--- config.mk ---
export PLATFORM = sky130hd
export DESIGN_NAME = elevator_floor_ctrl
export DESIGN_NICKNAME = d
export VERILOG_FILES = /design/src/rtl/elevator_floor_ctrl.sv
export SDC_FILE = /design/constraint.sdc
export NUM_CORES = 1
export LEC_CHECK = 0
export CAP_MARGIN = 20
export CORE_MARGIN = 1
export CORE_UTILIZATION = 45
export DETAILED_ROUTE_END_ITERATION = 7
export GPL_TIMING_DRIVEN = 0
export PLACE_DENSITY = 0.66
export SLEW_MARGIN = 20
export SYNTH_ARGS = -nofsm -noshare
export SYNTH_HDL_FRONTEND = slang
export SYNTH_SLANG_ARGS = --single-unit
export TNS_END_PERCENT = 50
--- constraint.sdc ---
create_clock -name clk -period 3.42 [get_ports clk]
set_input_delay 0.684 -clock clk [delete_from_list [all_inputs] [get_ports clk]]
set_output_delay 0.684 -clock clk [all_outputs]
set_load 0.05 [all_outputs]
--- src/rtl/elevator_floor_ctrl.sv ---
// ---------------------------------------------------------------------------
// elevator_floor_ctrl
//
// Purpose:
//   Sits upstream of the seven-segment floor display. It latches floor
//   requests and runs a SCAN-style car controller. Each move between
//   adjacent floors lasts TRAVEL_CYCLES clocks, and each stop holds the door
//   open for DOOR_CYCLES clocks.
//
// Ports:
//   clk        in   system clock, rising-edge active
//   rst_n      in   asynchronous active-low reset
//   req        in   [NUM_FLOORS] per-floor request (level or single pulse)
//   door_hold  in   keeps the door open while high (DOOR_HOLD_EN build only)
//   floor      out  [4] current floor, binary, MSB = floor[3]
//   dir_up     out  car moving up, or committed to up
//   dir_dn     out  car moving down, or committed to down
//   moving     out  high while travelling between floors
//   door_open  out  high while the door is open
//   pending    out  [NUM_FLOORS] latched, unserved requests
//
// Build option:
//   DOOR_HOLD_EN - adds the door_hold input.
// ---------------------------------------------------------------------------
module elevator_floor_ctrl #(
    parameter int NUM_FLOORS    = 10,
    parameter int TRAVEL_CYCLES = 50,
    parameter int DOOR_CYCLES   = 100
) (
    input  logic                  clk,
    input  logic                  rst_n,
    input  logic [NUM_FLOORS-1:0] req,
`ifdef DOOR_HOLD_EN
    input  logic                  door_hold,
`endif
    output logic [3:0]            floor,
    output logic                  dir_up,
    output logic                  dir_dn,
    output logic                  moving,
    output logic                  door_open,
    output logic [NUM_FLOORS-1:0] pending
);

    localparam int TMAX = (TRAVEL_CYCLES > DOOR_CYCLES) ? TRAVEL_CYCLES : DOOR_CYCLES;
    localparam int TW   = (TMAX > 1) ? $clog2(TMAX) : 1;
    localparam logic [TW-1:0] DOOR_LOAD   = TW'(DOOR_CYCLES - 1);
    localparam logic [TW-1:0] TRAVEL_LAST = TW'(TRAVEL_CYCLES - 1);
    localparam logic [3:0]    TOP_FLOOR   = 4'(NUM_FLOORS - 1);

    typedef enum logic [1:0] {S_IDLE, S_MOVE_UP, S_MOVE_DN, S_DOOR} state_t;

    state_t                  state_reg, state_next;
    logic [3:0]              floor_reg, floor_next;
    logic [TW-1:0]           timer_reg, timer_next;
    logic                    dir_up_reg, dir_up_next;
    logic                    dir_dn_reg, dir_dn_next;
    logic [NUM_FLOORS-1:0]   pending_reg, pending_next;
    logic [NUM_FLOORS-1:0]   clear;

    // Per-floor masks relative to the current floor.
    logic [NUM_FLOORS-1:0]   above_mask, below_mask, cur_oh, up_oh, dn_oh;
    // Requests already latched plus anything arriving this cycle, so a
    // request can be acted on in the same edge that samples it.
    logic [NUM_FLOORS-1:0]   eff;
    logic hit_cur, hit_up, hit_dn;
    logic above_any, below_any, above_next_any, below_next_any;

    generate
        for (genvar gi = 0; gi < NUM_FLOORS; gi++) begin : g_mask
            localparam logic [3:0] FI  = 4'(gi);
            localparam logic [4:0] FI5 = 5'(gi);
            assign above_mask[gi] = (FI > floor_reg);
            assign below_mask[gi] = (FI < floor_reg);
            assign cur_oh[gi]     = (FI == floor_reg);
            assign up_oh[gi]      = (({1'b0, floor_reg} + 5'd1) == FI5);
            assign dn_oh[gi]      = ({1'b0, floor_reg} == (FI5 + 5'd1));
        end
    endgenerate

    assign eff            = pending_reg | req;
    assign hit_cur        = |(eff & cur_oh);
    assign hit_up         = |(eff & up_oh);
    assign hit_dn         = |(eff & dn_oh);
    assign above_any      = |(eff & above_mask);
    assign below_any      = |(eff & below_mask);
    // Requests strictly beyond the floor being arrived at.
    assign above_next_any = |(eff & above_mask & ~up_oh);
    assign below_next_any = |(eff & below_mask & ~dn_oh);

    // State register
    always_ff @(posedge clk or negedge rst_n) begin
        if (!rst_n) begin
            state_reg   <= S_IDLE;
            floor_reg   <= 4'd0;
            timer_reg   <= '0;
            dir_up_reg  <= 1'b0;
            dir_dn_reg  <= 1'b0;
            pending_reg <= '0;
        end else begin
            state_reg   <= state_next;
            floor_reg   <= floor_next;
            timer_reg   <= timer_next;
            dir_up_reg  <= dir_up_next;
            dir_dn_reg  <= dir_dn_next;
            pending_reg <= pending_next;
        end
    end

    // Next-state logic
    always_comb begin
        state_next  = state_reg;
        floor_next  = floor_reg;
        timer_next  = timer_reg;
        dir_up_next = dir_up_reg;
        dir_dn_next = dir_dn_reg;
        clear       = '0;

        case (state_reg)
            S_IDLE: begin
                timer_next  = '0;
                dir_up_next = 1'b0;
                dir_dn_next = 1'b0;
                if (hit_cur) begin
                    state_next = S_DOOR;
                    clear      = cur_oh;
                    timer_next = DOOR_LOAD;
                end else if (above_any) begin
                    state_next  = S_MOVE_UP;
                    dir_up_next = 1'b1;
                end else if (below_any) begin
                    state_next  = S_MOVE_DN;
                    dir_dn_next = 1'b1;
                end
            end

            S_MOVE_UP, S_MOVE_DN: begin
                if (timer_reg != TRAVEL_LAST) begin
                    timer_next = timer_reg + 1'b1;
                end else begin
                    timer_next = '0;
                    if ((state_reg == S_MOVE_UP && floor_reg >= TOP_FLOOR) ||
                        (state_reg == S_MOVE_DN && floor_reg == 4'd0)) begin
                        // Nowhere to go; never reached while requests persist.
                        state_next  = S_IDLE;
                        dir_up_next = 1'b0;
                        dir_dn_next = 1'b0;
                    end else if (state_reg == S_MOVE_UP) begin
                        floor_next = floor_reg + 4'd1;
                        if (hit_up) begin
                            state_next = S_DOOR;
                            clear      = up_oh;
                            timer_next = DOOR_LOAD;
                        end else if (!above_next_any) begin
                            state_next  = S_IDLE;
                            dir_up_next = 1'b0;
                        end
                    end else begin
                        floor_next = floor_reg - 4'd1;
                        if (hit_dn) begin
                            state_next = S_DOOR;
                            clear      = dn_oh;
                            timer_next = DOOR_LOAD;
                        end else if (!below_next_any) begin
                            state_next  = S_IDLE;
                            dir_dn_next = 1'b0;
                        end
                    end
                end
            end

            S_DOOR: begin
                if (hit_cur) begin
                    // Same-floor call while open: extend rather than latch.
                    clear      = cur_oh;
                    timer_next = DOOR_LOAD;
`ifdef DOOR_HOLD_EN
                end else if (door_hold) begin
                    timer_next = DOOR_LOAD;
`endif
                end else if (timer_reg != '0) begin
                    timer_next = timer_reg - 1'b1;
                end else begin
                    timer_next  = '0;
                    dir_up_next = 1'b0;
                    dir_dn_next = 1'b0;
                    state_next  = S_IDLE;
                    // Keep the committed direction if possible, else reverse.
                    if (dir_dn_reg) begin
                        if (below_any) begin
                            state_next = S_MOVE_DN; dir_dn_next = 1'b1;
                        end else if (above_any) begin
                            state_next = S_MOVE_UP; dir_up_next = 1'b1;
                        end
                    end else begin
                        if (above_any) begin
                            state_next = S_MOVE_UP; dir_up_next = 1'b1;
                        end else if (below_any) begin
                            state_next = S_MOVE_DN; dir_dn_next = 1'b1;
                        end
                    end
                end
            end

            default: state_next = S_IDLE;
        endcase
    end

    assign pending_next = eff & ~clear;

    // Output logic
    always_comb begin
        moving    = (state_reg == S_MOVE_UP) || (state_reg == S_MOVE_DN);
        door_open = (state_reg == S_DOOR);
        dir_up    = dir_up_reg;
        dir_dn    = dir_dn_reg;
        floor     = floor_reg;
        pending   = pending_reg;
    end

endmodule

== Word level (Yosys, flattened, before mapping) ==
Cells that the tools add are included.
Widths: inputs -> output; s select.

* Word-level logic and storage cells: 170
* Input port bits: 12
* Flip-flop bits (word level): 25
* Output and inout bits: 18

* Mux-type cells: 59
* $add $sub $neg: 5
* Order comparisons: 21
* Reduce and logical (&&, ||, !) cells: 21
* Equal/unequal tests: 44
* Bitwise operators: 14

{| class="wikitable"
|+ Operator list
! cell !! count
|-
| $and 10x10->10 || 8
|-
| $reduce_or 10->1 || 7
|-
| $mux 10 || 6
|-
| $mux 7 || 8
|-
| $mux 2 || 16
|-
| $not 10->10 || 3
|-
| $mux 1 || 23
|-
| $pmux 7 s3 || 1
|-
| $eq 5x3->1 const B || 4
|-
| $pmux 10 s2 || 1
|-
| $ne 3x3->1 const B || 6
|-
| $reduce_and 6->1 || 3
|-
| $eq 3x4->1 const A || 4
|-
| $eq 4x3->1 const B || 4
|-
| $gt 3x4->1 const A || 4
|-
| $lt 3x4->1 const A || 4
|-
| $eq 4x4->1 const B || 3
|-
| $eq 5x2->1 const B || 2
|-
| $eq 5x4->1 const B || 2
|-
| $ne 5x5->1 const B || 2
|-
| $or 10x10->10 || 1
|-
| $eq 2x4->1 const A || 2
|-
| $eq 4x2->1 const B || 2
|-
| $eq 4x4->1 const A || 2
|-
| 32 further kinds || 46
|}

== Depth between registers and ports, before layout ==
Gate-level depths: netlist of the first run.

* Word-level depth: 11
* Mapped depth: 11
* Mapped depth without buffers: 9

== Least setup slack after synthesis of the first run ==
OpenSTA, ideal clock, no wires.

* Kind: reg-to-reg
* From: register floor_reg[0] (netlist: floor[0])
* To: register state_reg[1]
* Data required time: 3292 ps
* Library setup time: 128 ps
* Path slack: 301 ps
* Arrival: 2991 ps
* Path buffers: 2
* Cell stages (with the launch flop): 12
* Clock period less this slack: 3119 ps
* Cells stage by stage: dfrtp_1 > buf_2 > inv_1 > ha_1 > buf_2 > and3b_1 > a222oi_1 > o21ai_1 > o32ai_4 > o21ai_2 > a211oi_2 > mux2_1

* Cells in the longest elaborated chain, start to end: 9
* Elaborated cells on any way between the ends: 90
* Classes of those cells: 1 x add/sub; 21 x order compare; 32 x eq/ne; 14 x mux; 9 x bitwise; 13 x reduce/logical

{| class="wikitable"
|+ RTL lines
! what !! line !! RTL
|-
| start, declared || 53 || <nowiki>logic [3:0] floor_reg, floor_next;</nowiki>
|-
| start signal, assigned || 101 || <nowiki>floor_reg <= floor_next;</nowiki>
|-
| $add 4x1->5 (tied with other cells) || 75 || <nowiki>assign up_oh[gi] = (({1'b0, floor_reg} + 5'd1) == FI5);</nowiki>
|-
| $eq 5x1->1 (tied with other cells) || 75 ||
|-
| $and 10x10->10 or $reduce_or 10->1 (tied branches) || 82, 85 ||
|-
| $reduce_or 10->1 or $mux 2 (tied branches) || 82, 197 ||
|-
| $mux 2, on equally long branches || 149, 195 ||
|-
| $mux 2, on equally long branches || 147, 188 ||
|-
| $mux 2, on equally long branches || 141, 180 ||
|-
| $mux 2, on equally long branches || 137, 172 ||
|-
| $pmux 2 s3 || 118 || <nowiki>case (state_reg)</nowiki>
|-
| end signal, assigned || 100 || <nowiki>state_reg <= state_next;</nowiki>
|-
| end, declared || 52 || <nowiki>state_t state_reg, state_next;</nowiki>
|}

Several ways; a longest one is shown, not always the timed one. The select of a mux whose other input is x is not followed.
A chain may end at the register's enable or synchronous reset.

== Worst setup path in the final report of the first run ==
Same ends and word-level chain as after synthesis.

==> results of run 1 <==
through the flow:
step	power, mW	cell area [µm²]	setup TNS (ns)	utilization
2_1_floorplan	2.18	2790	0	-
3_3_place_gp	2.82	3180	-0.153	0.533
3_5_place_dp	2.82	3170	-0.166	0.532
4_1_cts	3.03	3220	0	0.541
5_1_grt	3.37	3260	0	0.548
6_report	3.15	3260	0	0.548
timing repair:
item | CTS | global route
buffers inserted | 0 | 4
hold buffers | 0 | 0
setup endpoints to repair | 0 | 3
gates resized for setup | 0 | 8
critical path, cell delays in order, from the launching register on:
cell      delay, ns
dfrtp_1        0.44
buf_2          0.23
inv_1          0.10
ha_1           0.25
buf_2          0.21
and3b_1        0.21
a222oi_1       0.45
o21ai_2        0.19
o32ai_4        0.37
o21ai_2        0.10
a211oi_2       0.21
mux2_1         0.34
path summary, 6_finish.rpt:
check | startpoint | to | cells after the start
setup / recovery | floor[0] | state_reg[1] | 11
hold / removal | rst_n | timer_reg[5] | 1
setup reg to reg | floor[0] | state_reg[1] | 11
hold reg to reg | dir_up | dir_up | 1
max in group asynchronous | rst_n | floor[1] | 1
min in group clk | dir_up | dir_up | 1
cells in the final DEF, fill, tap and decap left out, drive strengths merged, types with 3 or more instances in the layout:
master	netlist	routed
nand2	28	28
mux2	3	3
nand2b	5	5
o21ai	31	31
and3	3	3
a21oi	18	18
ha	15	15
o21a	5	5
nor4	5	5
clkdlybuf4s50	0	28
xnor2	5	5
a22oi	6	6
nand3b	4	4
dfrtp	25	25
a2bb2oi	3	3
a32oi	3	3
a22o	3	3
nand4	3	3
and3b	3	3
a221o	5	5
o221ai	5	5
clkbuf	8	11
o211ai	3	3
nor2b	3	3
a211oi	5	5
nor3	9	9
o22ai	8	8
buf	12	17
and2	3	3
a221oi	9	9
nor2	33	33
inv	17	17
nand3	9	9
or2	12	12
per-layer routing:
metal  up-vias  part of all wire  GRT usage
met4         0             0.043      0.143
met2       184              0.47      0.536
met1      1474              0.42      0.392
met3        41             0.069     0.0360
li1       1420                 -          -
met5         -                 0          0
cells by family after synthesis:
group | after synthesis | synth area share
AO/OA/AOI/OAI | 134 | 0.365
multiplexers | 5 | 0.0193
flip-flops | 25 | 0.224
adder cells (fa/ha/maj) | 15 | 0.0672
buffers and inverters | 37 | 0.0587
AND/OR/NAND/NOR | 129 | 0.243
XOR/XNOR | 7 | 0.0220
report_power, final:
part | switching [mW] | internal (mW)
registers | 0.0885 | 0.385
clock network | 0.113 | 0.0830
logic | 1.57 | 0.912
total | 1.77 | 1.38
layout make-up:
| class | instances | area (µm²) | area share |
|---|---|---|---|
| sequential | 25 | 626 | 0.192 |
| inverter | 17 | 63.8 | 0.0196 |
| multi-input combinational | 290 | 2010 | 0.617 |
| tap | 75 | 93.8 | 0.0288 |
| timing repair buffer | 33 | 315 | 0.0967 |
| clock inverter | 1 | 7.51 | 0.00230 |
| buffer | 20 | 103 | 0.0315 |
| clock buffer | 3 | 41.3 | 0.0127 |
==> flow_summary_export.csv, run 1 <==
group,metric,value,unit
status,status,"finished clean",
critical_path,endpoint_kind,"flip-flop",
critical_path,crit_arrival,3.38,ns
placed_design,dp_cells,456,
run,cap_violations,0,
layout,final_nets,417,
sta,setup_slack,0.206,ns
sta,worst_pin_slew,0.651,ns
layout,n_fill_cell,594,
critical_path,ff2ff_setup_slack,0.21,ns
power_and_ir_drop,peakVddDrop,651,µV
sta,fin_crit_sh,0.940,
synthesis,synth_top_area_frac,0.224,
clocking,cts_inserted_buffers,3,
synthesis,synthArstFlopShare,1.00,
grt,antenna_found_initial,0,
placed_design,hpwl,7110,µm
synthesis,synth_common_cells,"32 x nor2_1, 27 x nand2_1, 27 x o21ai_0, 25 x dfrtp_1, 18 x a21oi_1",
critical_path,cp_max_fo,10,
drt,ant_nets,0,
clocking,clk_path_buf_depth,2,
layout,fin_cells,464,
die,die_h,80.8,µm
sta,post-route-min-period,3.21,ns
synthesis,yosysMostFrequentCell,"nor2_1",
drt,drc,0,
die,core-area,0.00596,mm²
drt,vias,3119,
power_and_ir_drop,p_per_area,967,mW/mm²
sta,rsz0062_at_grt,"no",
sta,relSlewSlack,0.564,
sta,drv_slew,0,
drt,totalWireLength,9710,µm
critical_path,startpoint_type,"flip-flop",
sta,max_freq,0.311,GHz
synthesis,synth_cells,352,
layout,antenna_cells,0,
die,die_w,80.8,µm
critical_path,criticalPathCategory,"flip-flop to flip-flop",
sta,hold_ws,0.400,ns
die,die-area,0.00652,mm²
drt,drt_first_pass_iters,6,
synthesis,synth_area,0.00279,mm²
synthesis,ys_ff_latch,25,
grt,grt_use_total,0.313,
clocking,cts.reportedPaths.clkPinSlew,0.11,ns
placed_design,numPortBuffers,29,
synthesis,yosysTopAreaCell,"dfrtp_1",
synthesis,syn_nets,379,
sta,setup_violations,0,
grt,grt_pass1_wl,15400,µm
die,io-pin-count,30,
power_and_ir_drop,p_leak,1.27,nW
synthesis,synthFlopType,"dfrtp_1",
sta,fin_skew,0.0109,ns
synthesis,synth_cell_types,79,
grt,grt_max_degree,26,
drt,drt-wirelength-per-cell,20.9,µm
layout,largest_reg_flops,10,
layout,area_delta_synth_final,16.9,%
layout,drive_above_1_share,0.139,
clocking,clk_latency,0.29,ns
clocking,clock_sinks,25,
grt,gr-total-overflow,0,
placed_design,gp_congestion,1.01,
placed_design,dpl_worst_slack,-0.118,ns
die,num_rows,28,
synthesis,yosysSeqAreaShare,0.224,
synthesis,synth_area_leaders,"dfrtp_1 22%, ha_1 6.7%, o21ai_0 4.8%, nor2_1 4.3%, nand2_1 3.6%",
synthesis,ys.warnings.count,0,
clocking,cts-root-buf,"clkbuf_8",
synthesis,synth.avg_cell_area,7.93,µm²
critical_path,required,3.59,ns
hold_path,hold_class,"input port to async pin",
die,initial_core_util,0.469,
grt,grt_pass1_vias,2927,
drt,vias_per_cell,6.72,
sta,hold_viol,0,
clocking,htree_levels,1,
synthesis,synth_edf_count,0,
drt,drt_iter0_markers,208,
clocking,cts_tree,"yes",
Power figures use the tool's default switching activity.
==> run 2: changes to the inputs <==
--- a/config.mk
+++ b/config.mk
@@ -5,7 +5,6 @@
 export SDC_FILE = /design/constraint.sdc
 export NUM_CORES = 1
 export LEC_CHECK = 0
-export CAP_MARGIN = 20
 export CORE_MARGIN = 1
 export CORE_UTILIZATION = 45
 export DETAILED_ROUTE_END_ITERATION = 7
@@ -15,4 +14,3 @@
 export SYNTH_ARGS = -nofsm -noshare
 export SYNTH_HDL_FRONTEND = slang
 export SYNTH_SLANG_ARGS = --single-unit
-export TNS_END_PERCENT = 50
==> results of run 2 <==
Same layout as run 1: the final DEF is identical, and so are final timing and power.
